File: src/rtl/rca_share_arbiter_if.sv
// Bundles the requester handshakes and the shared-adder connection of rca_share_arbiter.
interface rca_share_arbiter_if #(
  parameter int unsigned WIDTH = 3
);
  logic             req0;
  logic [WIDTH-1:0] a0;
  logic [WIDTH-1:0] b0;
  logic             gnt0;
  logic             done0;
  logic             req1;
  logic [WIDTH-1:0] a1;
  logic [WIDTH-1:0] b1;
  logic             gnt1;
  logic             done1;
  logic [WIDTH-1:0] add_a;
  logic [WIDTH-1:0] add_b;
  logic [WIDTH-1:0] add_s;
  logic             add_cout;
  logic [WIDTH:0]   res;
  logic             busy;

  // The environment side: operand sources plus the combinational adder result.
  modport master (
    output req0, a0, b0, req1, a1, b1, add_s, add_cout,
    input  gnt0, done0, gnt1, done1, add_a, add_b, res, busy
  );

  // The arbiter side.
  modport slave (
    input  req0, a0, b0, req1, a1, b1, add_s, add_cout,
    output gnt0, done0, gnt1, done1, add_a, add_b, res, busy
  );
endinterface

File: src/rtl/rca_share_arbiter.sv
// Round-robin sharing of one ripple-carry adder between two requesters.
// Operands are driven from registers; {cout,s} is captured after ADD_LAT settle cycles.
module rca_share_arbiter #(
  parameter int unsigned WIDTH   = 3,
  parameter int unsigned ADD_LAT = 1
) (
  input logic               clk,
  input logic               rst_n,
  rca_share_arbiter_if.slave bus
);
  localparam int unsigned CNT_W = (ADD_LAT > 1) ? $clog2(ADD_LAT) : 1;

  typedef enum logic [1:0] {IDLE, WAIT, DONE} state_t;

  state_t           stateQ, stateD;
  logic [CNT_W-1:0] cntQ, cntD;
  logic             lastQ, lastD;
  logic             ownQ, ownD;
  logic [1:0]       armedQ, armedD;
  logic [WIDTH-1:0] addAQ, addAD, addBQ, addBD;
  logic [WIDTH:0]   resQ, resD;
  logic             gnt0Q, gnt0D, gnt1Q, gnt1D;
  logic             done0Q, done0D, done1Q, done1D;
  logic             busyQ, busyD;
  logic [1:0]       reqV;
  logic [1:0]       elig;
  logic             win;

  assign reqV = {bus.req1, bus.req0};

  // State register plus all registered outputs.
  always_ff @(posedge clk or negedge rst_n) begin
    if (!rst_n) begin
      stateQ <= IDLE;
      cntQ   <= '0;
      lastQ  <= 1'b1;
      ownQ   <= 1'b0;
      armedQ <= 2'b11;
      addAQ  <= '0;
      addBQ  <= '0;
      resQ   <= '0;
      gnt0Q  <= 1'b0;
      gnt1Q  <= 1'b0;
      done0Q <= 1'b0;
      done1Q <= 1'b0;
      busyQ  <= 1'b0;
    end else begin
      stateQ <= stateD;
      cntQ   <= cntD;
      lastQ  <= lastD;
      ownQ   <= ownD;
      armedQ <= armedD;
      addAQ  <= addAD;
      addBQ  <= addBD;
      resQ   <= resD;
      gnt0Q  <= gnt0D;
      gnt1Q  <= gnt1D;
      done0Q <= done0D;
      done1Q <= done1D;
      busyQ  <= busyD;
    end
  end

  // Next-state, arbitration and next-output logic.
  always_comb begin
    stateD = stateQ;
    cntD   = cntQ;
    lastD  = lastQ;
    ownD   = ownQ;
    armedD = armedQ | ~reqV;   // any cycle with req low re-arms that requester
    addAD  = addAQ;
    addBD  = addBQ;
    resD   = resQ;
    elig   = reqV & armedQ;
    win    = 1'b0;

    unique case (stateQ)
      IDLE: begin
        if (elig != 2'b00) begin
          win         = (elig == 2'b11) ? ~lastQ : elig[1];
          stateD      = WAIT;
          cntD        = '0;
          lastD       = win;
          ownD        = win;
          armedD[win] = 1'b0;
          addAD       = win ? bus.a1 : bus.a0;
          addBD       = win ? bus.b1 : bus.b0;
        end
      end
      WAIT: begin
        if (!reqV[ownQ]) begin
          stateD = IDLE;                 // owner withdrew: abort silently
        end else if (cntQ == CNT_W'(ADD_LAT - 1)) begin
          resD   = {bus.add_cout, bus.add_s};
          stateD = DONE;
        end else begin
          cntD = cntQ + CNT_W'(1);
        end
      end
      DONE: stateD = IDLE;
      default: stateD = IDLE;
    endcase

    gnt0D  = (stateD != IDLE) & ~ownD;
    gnt1D  = (stateD != IDLE) & ownD;
    done0D = (stateD == DONE) & ~ownD;
    done1D = (stateD == DONE) & ownD;
    busyD  = (stateD != IDLE);
  end

  assign bus.gnt0  = gnt0Q;
  assign bus.gnt1  = gnt1Q;
  assign bus.done0 = done0Q;
  assign bus.done1 = done1Q;
  assign bus.add_a = addAQ;
  assign bus.add_b = addBQ;
  assign bus.res   = resQ;
  assign bus.busy  = busyQ;
endmodule
File: src/flat_wrapper.sv
// flat-port wrapper written by rule: the top's interface ports become plain ports
module rca_share_arbiter_flat 
#(
  parameter int unsigned WIDTH   = 3,
  parameter int unsigned ADD_LAT = 1
)
  (clk, rst_n, bus_req0, bus_a0, bus_b0, bus_req1, bus_a1, bus_b1, bus_add_s, bus_add_cout, bus_gnt0, bus_done0, bus_gnt1, bus_done1, bus_add_a, bus_add_b, bus_res, bus_busy);
  rca_share_arbiter_if #(.WIDTH(WIDTH)) bus_i ();
  input logic clk;
  input logic rst_n;
  input wire logic [$bits(bus_i.req0)-1:0] bus_req0;
  input wire logic [$bits(bus_i.a0)-1:0] bus_a0;
  input wire logic [$bits(bus_i.b0)-1:0] bus_b0;
  input wire logic [$bits(bus_i.req1)-1:0] bus_req1;
  input wire logic [$bits(bus_i.a1)-1:0] bus_a1;
  input wire logic [$bits(bus_i.b1)-1:0] bus_b1;
  input wire logic [$bits(bus_i.add_s)-1:0] bus_add_s;
  input wire logic [$bits(bus_i.add_cout)-1:0] bus_add_cout;
  output wire logic [$bits(bus_i.gnt0)-1:0] bus_gnt0;
  output wire logic [$bits(bus_i.done0)-1:0] bus_done0;
  output wire logic [$bits(bus_i.gnt1)-1:0] bus_gnt1;
  output wire logic [$bits(bus_i.done1)-1:0] bus_done1;
  output wire logic [$bits(bus_i.add_a)-1:0] bus_add_a;
  output wire logic [$bits(bus_i.add_b)-1:0] bus_add_b;
  output wire logic [$bits(bus_i.res)-1:0] bus_res;
  output wire logic [$bits(bus_i.busy)-1:0] bus_busy;
  assign bus_i.req0 = bus_req0;
  assign bus_i.a0 = bus_a0;
  assign bus_i.b0 = bus_b0;
  assign bus_i.req1 = bus_req1;
  assign bus_i.a1 = bus_a1;
  assign bus_i.b1 = bus_b1;
  assign bus_i.add_s = bus_add_s;
  assign bus_i.add_cout = bus_add_cout;
  assign bus_gnt0 = bus_i.gnt0;
  assign bus_done0 = bus_i.done0;
  assign bus_gnt1 = bus_i.gnt1;
  assign bus_done1 = bus_i.done1;
  assign bus_add_a = bus_i.add_a;
  assign bus_add_b = bus_i.add_b;
  assign bus_res = bus_i.res;
  assign bus_busy = bus_i.busy;
  rca_share_arbiter #(.WIDTH(WIDTH), .ADD_LAT(ADD_LAT)) u_core (.clk(clk), .rst_n(rst_n), .bus(bus_i));
endmodule
File: config.mk
export PLATFORM = sky130hd
export DESIGN_NAME = rca_share_arbiter_flat
export DESIGN_NICKNAME = d
export VERILOG_FILES = /design/src/rtl/rca_share_arbiter_if.sv /design/src/rtl/rca_share_arbiter.sv /design/src/flat_wrapper.sv
export SDC_FILE = /design/constraint.sdc
export NUM_CORES = 1
export LEC_CHECK = 0
export CORE_MARGIN = 10
export CORE_UTILIZATION = 27
export DETAILED_ROUTE_END_ITERATION = 10
export PLACE_DENSITY = 0.55
export SLEW_MARGIN = 20
export SYNTH_ARGS = -nofsm -noshare
export SYNTH_HDL_FRONTEND = slang
export SYNTH_SLANG_ARGS = --single-unit
File: constraint.sdc
create_clock -name clk -period 1.45 [get_ports clk]
set_clock_uncertainty 0.1 [all_clocks]
set_input_delay 0.2175 -clock clk [delete_from_list [all_inputs] [get_ports clk]]
set_output_delay 0.2175 -clock clk [all_outputs]
set_load 0.02 [all_outputs]
==> impl_metrics.yaml <==
power_and_ir_drop:
  p_sw_mw: 1.00
  p_total_mw: 2.69
  p_comb_share_pct: 51.5
  intPower_mw: 1.69
  seq_power_share_pct: 37.8
  p_clk_share_pct: 10.7
  power_leakage_nw: 0.663
  irDropWorstVdd_mv: 0.853
  powerDensity_nw_per_um2: 1980
  p_sw_share_pct: 37.3
route:
  dr_wl_met2_um: 936
  vias_per_cell: 4.39
  drtIter0Drc: 52
  drc: 0
  drt_pre_antenna_iters: 4
  top_layer_used: "met4"
  wl_per_cell_um: 14.2
  dr_wl_met3_um: 286
  via_count: 689
  wl_um: 2220
  wl_met1_um: 994
  antenna_left: 0
cells_and_area:
  multi_input_comb_area_sq_um: 300
  areaGrowthSynthToFinish_pct: 58.8
  finalNetCount: 134
  drive_above_1_share_pct: 30.1
  seq_area_sq_um: 529
  stdcell_count: 157
  antenna_cells: 0
  postLayoutCellArea_sq_um: 1360
  n_fill_cell: 323
logic_synthesis:
  syn_inst: 62
  netlist_area_sq_um: 856
  syn_avg_cell_area_sq_um: 13.8
  yosysSeqAreaShare_pct: 61.8
  syn-num-nets: 82
  yosys_warnings: 0
  ys_types: 21
  ys_ff_latch: 21
worst_setup_path:
  cp_max_fo: 11
  reg2reg_depth: 4
  crit_required_ps: 1550
  crit_buf_inv: 1
  critPathKind: "reg2reg"
  cp_top_family: "flip-flops"
  r2r-start: "u_core.armedQ[0]$_DFF_PN1_"
  start_kind: "flip-flop"
  startpoint: "u_core.armedQ[0]$_DFF_PN1_"
  crit_slowest_cell: "dfstp_2"
  critPathMaxStageDelay_ps: 560
  arrival_ps: 1630
  worstPathCellList: "and3_1, nor4_2, buf_4, a221o_2"
  end_kind: "flip-flop"
  reg2reg_to: "u_core.bus.add_b[1]$_DFFE_PN0P_"
  r2r_slack_ps: -80
die:
  num_rows: 20
  ios: 35
  fp.dieW_um: 76.3
  initial_utilization_pct: 28.0
  die_area_sq_um: 5820
  core_sq_um: 3050
  die_y_um: 76.3
placed_design:
  gp_congestion: 0.694
  place_inst: 153
  port_buffers: 34
  dp_hpwl_um: 1730
  placed_area_sq_um: 1350
clocking:
  cts.sinks: 21
  clockRootBuffer: "clkbuf_4"
  cts_buffer_depth: 2
  cts_tree: "yes"
  hold_buffers: 0
  path_clk_slew_ps: 130
  clk_latency_ps: 300
  cts_buffers: 3
  h-tree-depth: 1
sta:
  period_needed_ps: 1530
  tns_ps: -366
  setup_viol_count_final: 10
  clock.fmax_mhz: 654
  worst_slew_pin_slew_ps: 276
  maxSlewViolCount: 0
  hold_viol_final: 0
  relSlewSlack_pct: 81.6
  period_share_pct: 105
  fin_ws_ps: -79.0
  rsz0062_at_grt: "yes"
flow_run:
  drv_cap: 0
grt:
  grt_usage_pct: 8.29
  globalRoute.totalOverflow: 0
  grt_pass1_vias: 811
  grt_pass1_wl_um: 4030
  grt_max_degree: 22
  antenna_found_initial: 0
run_status:
  outcome: "finished, violations left"
  violations: "setup timing"
min_path:
  hold_path_class: "in2async"
[cell type report]
cell class	instances	share of cell area, %
flip-flops and latches	21	39.0
repair buffers	48	31.5
multi-input cells	35	22.1
well taps	44	4.05
clock buffers	3	1.66
inverters	5	1.38
clock inverters	1	0.368
[logic make-up (layout without fill, tap and decap cells)]
group                  Yosys count  in the layout  share of synthesized area, %
buffers and inverters            6             57                          3.51
AND/OR/NAND/NOR                  9              9                          7.60
multiplexers                     5              5                          6.58
AO/OA/AOI/OAI                   21             21                          20.5
flip-flops                      21             21                          61.8
[metal layers]
layer,GRT usage (%),vias to the layer above
met2,11.6,27
met1,10.1,329
met3,5.90,2
met5,0,-
met4,1.67,0
li1,-,331
[through the flow]
step / setup slack, ps / utilization [%] / hold WS (ps)
floorplan: 18.6 / - / -178
global placement: -297 / 44.1 / 362
detailed placement: -346 / 44.1 / 372
CTS: -81.0 / 44.4 / 120
global route: -118 / 44.5 / 118
finish: -79.0 / 44.5 / 133
[flip-flops by register name (all words and copies together), names as in the netlist]
name	count
u_core.armedQ	2
u_core.bus.add_a	3
u_core.bus.add_b	3
u_core.bus.busy	1
u_core.bus.done0	1
u_core.bus.done1	1
u_core.bus.gnt0	1
u_core.bus.gnt1	1
u_core.bus.res	4
u_core.lastQ	1
u_core.ownQ	1
u_core.stateQ	2
[worst reg2reg max path: cells and delay by family, from the launching register on]
| kind | cells | cell delay (ps) |
|---|---|---|
| DFF | 1 | 560 |
| and+or+nand+nor | 2 | 200 |
| AOI/OAI and AO/OA | 1 | 390 |
| buffers and inverters | 1 | 180 |
[power by group through the flow]
| stage | sequential, mW | combinational (mW) | clock, mW |
|---|---|---|---|
| after global placement | 1.03 | 1.52 | 0 |
| final | 1.02 | 1.38 | 0.288 |
| after floorplan | 1.25 | 0.533 | 0 |
| after detailed placement | 1.03 | 1.52 | 0 |
| after CTS | 1.02 | 1.40 | 0.308 |
| after global routing | 1.06 | 1.54 | 0.337 |
[cells in the final DEF, fill, tap and decap left out, drive strengths merged]
| cell | instances |
|---|---|
| inv | 5 |
| a21oi | 3 |
| and3 | 1 |
| o2111a | 1 |
| dfrtp | 18 |
| o21a | 1 |
| a22o | 1 |
| mux2 | 5 |
| clkinv | 1 |
| dfstp | 3 |
| clkbuf | 3 |
| o2bb2a | 1 |
| nand2 | 3 |
| nand4bb | 1 |
| nor2 | 1 |
| a221o | 6 |
| nand3b | 1 |
| a21boi | 7 |
| or2 | 1 |
| a21o | 1 |
| nor4 | 1 |
| buf | 14 |
| clkdlybuf4s15 | 1 |
| clkdlybuf4s50 | 19 |
| dlygate4sd2 | 14 |
[what timing repair did]
action / 4_1_cts / 5_1_grt
gates resized for setup: 16 / 3
setup endpoints to repair: 25 / 16
buffers inserted: 0 / 0
pin swaps: 0 / 1
[synthesized netlist by cell type, drive strengths merged]
master / n / area [sq um]
a21oi: 3 / 15.0
or2: 1 / 6.26
a21o: 1 / 7.51
buf: 1 / 11.3
nor2: 1 / 6.26
a21boi: 7 / 52.6
a221o: 6 / 62.6
nand2: 3 / 11.3
nand4bb: 1 / 11.3
o2111a: 1 / 11.3
and3: 1 / 6.26
o21a: 1 / 7.51
o2bb2a: 1 / 10.0
inv: 5 / 18.8
dfstp: 3 / 78.8
a22o: 1 / 8.76
nor4: 1 / 12.5
dfrtp: 18 / 450
nand3b: 1 / 11.3
mux2: 5 / 56.3
[worst max path at each step]
stage / cells after the start / end / slack [ps]
2_1_floorplan: 3 / u_core.bus.add_b[0]$_DFFE_PN0P_ / 20
4_1_cts: 4 / u_core.bus.add_b[1]$_DFFE_PN0P_ / -80
3_3_place_gp: 5 / u_core.bus.add_b[0]$_DFFE_PN0P_ / -300
3_5_place_dp: 4 / u_core.bus.res[2]$_DFFE_PN0N_ / -350
6_report: 4 / u_core.bus.add_b[1]$_DFFE_PN0P_ / -80
5_1_grt: 4 / u_core.bus.add_b[0]$_DFFE_PN0P_ / -120
(Power assumes the default switching activity.)
